`config.mk`:
```
export PLATFORM = sky130hd
export DESIGN_NAME = wb_stage_pipe
export DESIGN_NICKNAME = d
export VERILOG_FILES = /design/src/rtl/wb_stage_pipe.sv
export SDC_FILE = /design/constraint.sdc
export NUM_CORES = 1
export LEC_CHECK = 0
export CORE_MARGIN = 1.5
export CORE_UTILIZATION = 46
export CTS_CLUSTER_DIAMETER = 100
export DETAILED_ROUTE_END_ITERATION = 16
export GPL_TIMING_DRIVEN = 0
export PLACE_DENSITY = 0.83
export SLEW_MARGIN = 20
export SYNTH_ARGS = -nofsm -noshare
export SYNTH_HDL_FRONTEND = slang
export SYNTH_SLANG_ARGS = --single-unit
export TNS_END_PERCENT = 20
```
`constraint.sdc`:
```
create_clock -name clk -period 3.3 [get_ports clk]
set_input_delay 0.825 -clock clk [delete_from_list [all_inputs] [get_ports clk]]
set_output_delay 0.825 -clock clk [all_outputs]
set_load 0.02 [all_outputs]
```
`src/rtl/wb_stage_pipe.sv`:
```
// wb_stage_pipe: registered writeback stage with load wait and result-source select.
// Optional WB_FWD_EN adds a one-cycle delayed copy of the write port for decode bypass.
module wb_stage_pipe #(
    parameter int DATA_W = 16,
    parameter int REG_AW = 3
) (
    input  logic              clk,
    input  logic              rst,
    input  logic              in_valid,
    output logic              in_ready,
    input  logic              in_wr,
    input  logic              in_load,
    input  logic              in_regdst,
    input  logic [REG_AW-1:0] in_rd,
    input  logic [REG_AW-1:0] in_rs,
    input  logic [2:0]        in_sel,
    input  logic [1:0]        in_cmp_op,
    input  logic [DATA_W-1:0] in_alu,
    input  logic [DATA_W-1:0] in_imm,
    input  logic              in_ofl,
    input  logic              in_zero,
    input  logic              in_pos,
    input  logic              mem_done,
    input  logic [DATA_W-1:0] mem_data,
    output logic              wr_en,
    output logic [REG_AW-1:0] wr_reg,
    output logic [DATA_W-1:0] wr_data,
    output logic              retire
`ifdef WB_FWD_EN
    ,
    output logic              fwd_valid,
    output logic [REG_AW-1:0] fwd_reg,
    output logic [DATA_W-1:0] fwd_data
`endif
);
    typedef enum logic [1:0] {IDLE, WAIT_MEM, WRITE} state_t;
    state_t state;
    logic ld_wr, cond, cap;
    logic [DATA_W-1:0] mem_q, btr, cap_data;
    assign in_ready = (state != WAIT_MEM);
    assign cap = in_valid & in_ready;
    always_comb begin
        cond = in_cmp_op == 2'd0 ? in_zero :
               in_cmp_op == 2'd1 ? in_pos :
               in_cmp_op == 2'd2 ? (in_pos | in_zero) : in_ofl;
        for (int i = 0; i < DATA_W; i++) btr[i] = in_alu[DATA_W-1-i];
        cap_data = in_sel == 3'd1 ? mem_q :
                   in_sel == 3'd2 ? (in_alu | in_imm) :
                   in_sel == 3'd3 ? {{(DATA_W-1){1'b0}}, cond} :
                   in_sel == 3'd4 ? btr :
                   in_sel == 3'd5 ? in_imm : in_alu;
    end
    // Non-load results are resolved at capture; loads keep only their write flag and index.
    always_ff @(posedge clk) begin
        if (rst) begin
            state   <= IDLE;
            wr_en   <= 1'b0;
            retire  <= 1'b0;
            wr_reg  <= '0;
            wr_data <= '0;
            ld_wr   <= 1'b0;
            mem_q   <= '0;
        end else begin
            wr_en  <= 1'b0;
            retire <= 1'b0;
            if (state == WAIT_MEM) begin
                if (mem_done) begin
                    state   <= WRITE;
                    mem_q   <= mem_data;
                    wr_data <= mem_data;
                    wr_en   <= ld_wr;
                    retire  <= 1'b1;
                end
            end else if (cap) begin
                wr_reg <= in_regdst ? in_rd : in_rs;
                if (in_load) begin
                    state <= WAIT_MEM;
                    ld_wr <= in_wr;
                end else begin
                    state   <= WRITE;
                    wr_data <= cap_data;
                    wr_en   <= in_wr;
                    retire  <= 1'b1;
                end
            end else begin
                state <= IDLE;
            end
        end
    end
`ifdef WB_FWD_EN
    always_ff @(posedge clk) begin
        if (rst) begin
            fwd_valid <= 1'b0;
            fwd_reg   <= '0;
            fwd_data  <= '0;
        end else begin
            fwd_valid <= wr_en;
            fwd_reg   <= wr_reg;
            fwd_data  <= wr_data;
        end
    end
`endif
endmodule

```
==> flow_summary.ini <==
[status]
status = finished, final reports clean

[placement]
place_inst = 425
hpwlAfterDp_um = 5000
place_congestion = 0.893
io_buffer_count = 88
dp_slack_ps = 487
dpl-instance-area_mm2 = 0.00316

[finish]
area.sequential_um2 = 801
area_growth_pct = 47.1
fill_cells = 420
antennaDiodeCount = 0
final_nets = 447
drive_gt1_share_pct = 6.33
multiInputGateArea_mm2 = 0.00127
fin_cells = 433
stdcell_area_mm2 = 0.00325

[cts]
ctsHoldBuffers = 0
post_cts_buffers = 0
cts_buffer_depth = 2
cts-root-buf = clkbuf_8
cts_tree = built
cts_resized = 0
clock_latency_ps = 300
cts_htree_levels = 2
clkSinkCount = 40
cts.clk_slew.worst_paths_ps = 70
cts_buffers = 5

[timing]
min_period_over_period_pct = 76.6
maxSlewViolCount = 0
worst_slew_pin_slew_ps = 483
slew_headroom_pct = 67.6
rsz0062_at_grt = no
hold_viol_final = 0
max_clock_freq_ghz = 0.396
finalWorstSetupSlack_ps = 774
setup_tns_ps = 0
clock_skew_ps = 4.40
setup_viol = 0
finalCriticalPeriod_ps = 2530

[yosys]
async_flop_share_pct = 0
synthTopCellsByCount = a21oi_1 (49), dfxtp_1 (40), nand2_1 (40), nor2_1 (24), nor2b_1 (16)
synth.most_common_cell = a21oi_1
yosysSeqAreaShare_pct = 36.3
ys_seq_elements = 40
syn_nets = 352
yosysTopAreaCellShare_pct = 36.3
yosysUniqueCellTypes = 35
avgSynthCellArea_um2 = 7.80
ys.flop_type = dfxtp_1
syn_inst = 283
netlist_area_mm2 = 0.00221
synth-edff-count = 0
yosys_warnings = 0
synth_largest_area_cell = dfxtp_1
synth.area.top_cells = dfxtp_1 (36%), a21oi_1 (11%), a221o_1 (6.8%)

[worst_setup_path]
path_max_fanout = 10
cp_cell_sequence = clkdlybuf4s50_1 > or2_2 > clkbuf_2 > buf_2 > o22ai_1 > a21oi_1 > nor3_1 > a221o_1
critPathArrivalTime_ps = 2710
crit_buf_inv = 3
slowest_delay_ps = 610
cpMaxStageDelayCell = clkdlybuf4s50_1
required_ps = 3490
crit_family = buffers and inverters
start_kind = input pin
crit_type = input pin to flop
end_kind = flop

[detailed_routing]
dr.pass1.iters = 5
ant_nets = 0
vias = 2493
wire_per_inst_um = 15.0
drc = 0
viasPerCell = 5.76
drt_iter0_markers = 272
wirelength_um = 6490

[global_routing]
grt_overflow = 0
antenna_found_initial = 0
grtUsageTotal_pct = 25.0
grt_pass1_wl_um = 10300
grt_max_degree = 12
grt_pass1_vias = 2290

[floorplanning]
die_w_um = 72.3
fp-row-count = 25
pin_count = 91
dieHeight_um = 72.3
start_util_pct = 47.4
core_area_mm2 = 0.00466
dieArea_mm2 = 0.00522

[power]
p_total_w = 0.00117
p_leak_nw = 1.21
power.density_mw_per_mm2 = 361
ir_drop_uv = 235

[min_path]
min_path_type = flop to flop

[run]
cap_viol_max_count = 0
-- where the power goes --
group / total, W / switching (W) / internal, W
clock network: 0.000336 / 0.000165 / 0.000170
registers: 0.000518 / 0.0000116 / 0.000507
logic: 0.000316 / 0.000147 / 0.000169
total: 0.00117 / 0.000324 / 0.000847
-- cells by family after synthesis --
group	after synthesis	share of synthesized area, %
AO/OA/AOI/OAI	103	31.6
buffers and inverters	26	6.18
flip-flops	40	36.3
multiplexers	4	1.87
AND/OR/NAND/NOR	110	24.0
-- worst min-delay path, delay by kind of cell, from the launching register on --
| kind | cells | cell delay [ps] |
|---|---|---|
| and+or+nand+nor | 1 | 50 |
| AOI/OAI and AO/OA | 1 | 50 |
| DFF | 1 | 310 |
-- cells in the final DEF, fill, tap and decap left out, types with 2 or more instances in the layout --
cell	synthesis	routed
clkdlybuf4s50_1	0	88
a22o_1	15	15
nand3b_1	2	2
o22ai_1	15	15
clkbuf_1	12	14
nor2b_1	16	16
clkbuf_8	0	6
a211oi_1	3	3
nand2_1	40	40
nor3_1	15	15
nor2_1	24	24
dfxtp_1	40	40
inv_1	2	2
a21oi_1	49	49
buf_2	6	6
nand2b_1	3	3
a221o_1	15	15
buf_6	4	4
mux2i_1	3	3
and2_1	2	2
-- routing by layer --
metal / part of all wire [%] / vias up / GRT usage [%]
met1: 43 / 1138 / 32.9
met5: 0 / - / 0
li1: - / 1221 / -
met2: 48 / 114 / 40.4
met4: 2.5 / 0 / 9.85
met3: 6.7 / 20 / 5.00
-- cell type report --
| cell class | instances | area share, % |
|---|---|---|
| plain buffers | 24 | 3.97 |
| well taps | 54 | 2.08 |
| inverters | 2 | 0.231 |
| flip-flops and latches | 40 | 24.7 |
| repair buffers | 88 | 27.1 |
| multi-input cells | 217 | 39.1 |
| clock buffers | 8 | 2.78 |
-- per-stage QoR --
stage	hold slack (ps)	utilization [%]
2_1_floorplan	432	-
3_3_place_gp	438	67.7
3_5_place_dp	447	67.7
4_1_cts	457	69.6
5_1_grt	476	69.6
6_report	457	69.6
-- path summary, 6_finish.rpt --
path	from	to	slack, ps	cells past startpoint
worst max-delay path	in_sel[0]	wr_data[13]	770	8
worst min-delay path	mem_q[13]	mem_q[13]	460	2
worst max register to register	state[0]	wr_data[2]	1360	5
worst min register to register	mem_q[13]	mem_q[13]	460	2
No activity file was read; power rests on OpenSTA's default activity.
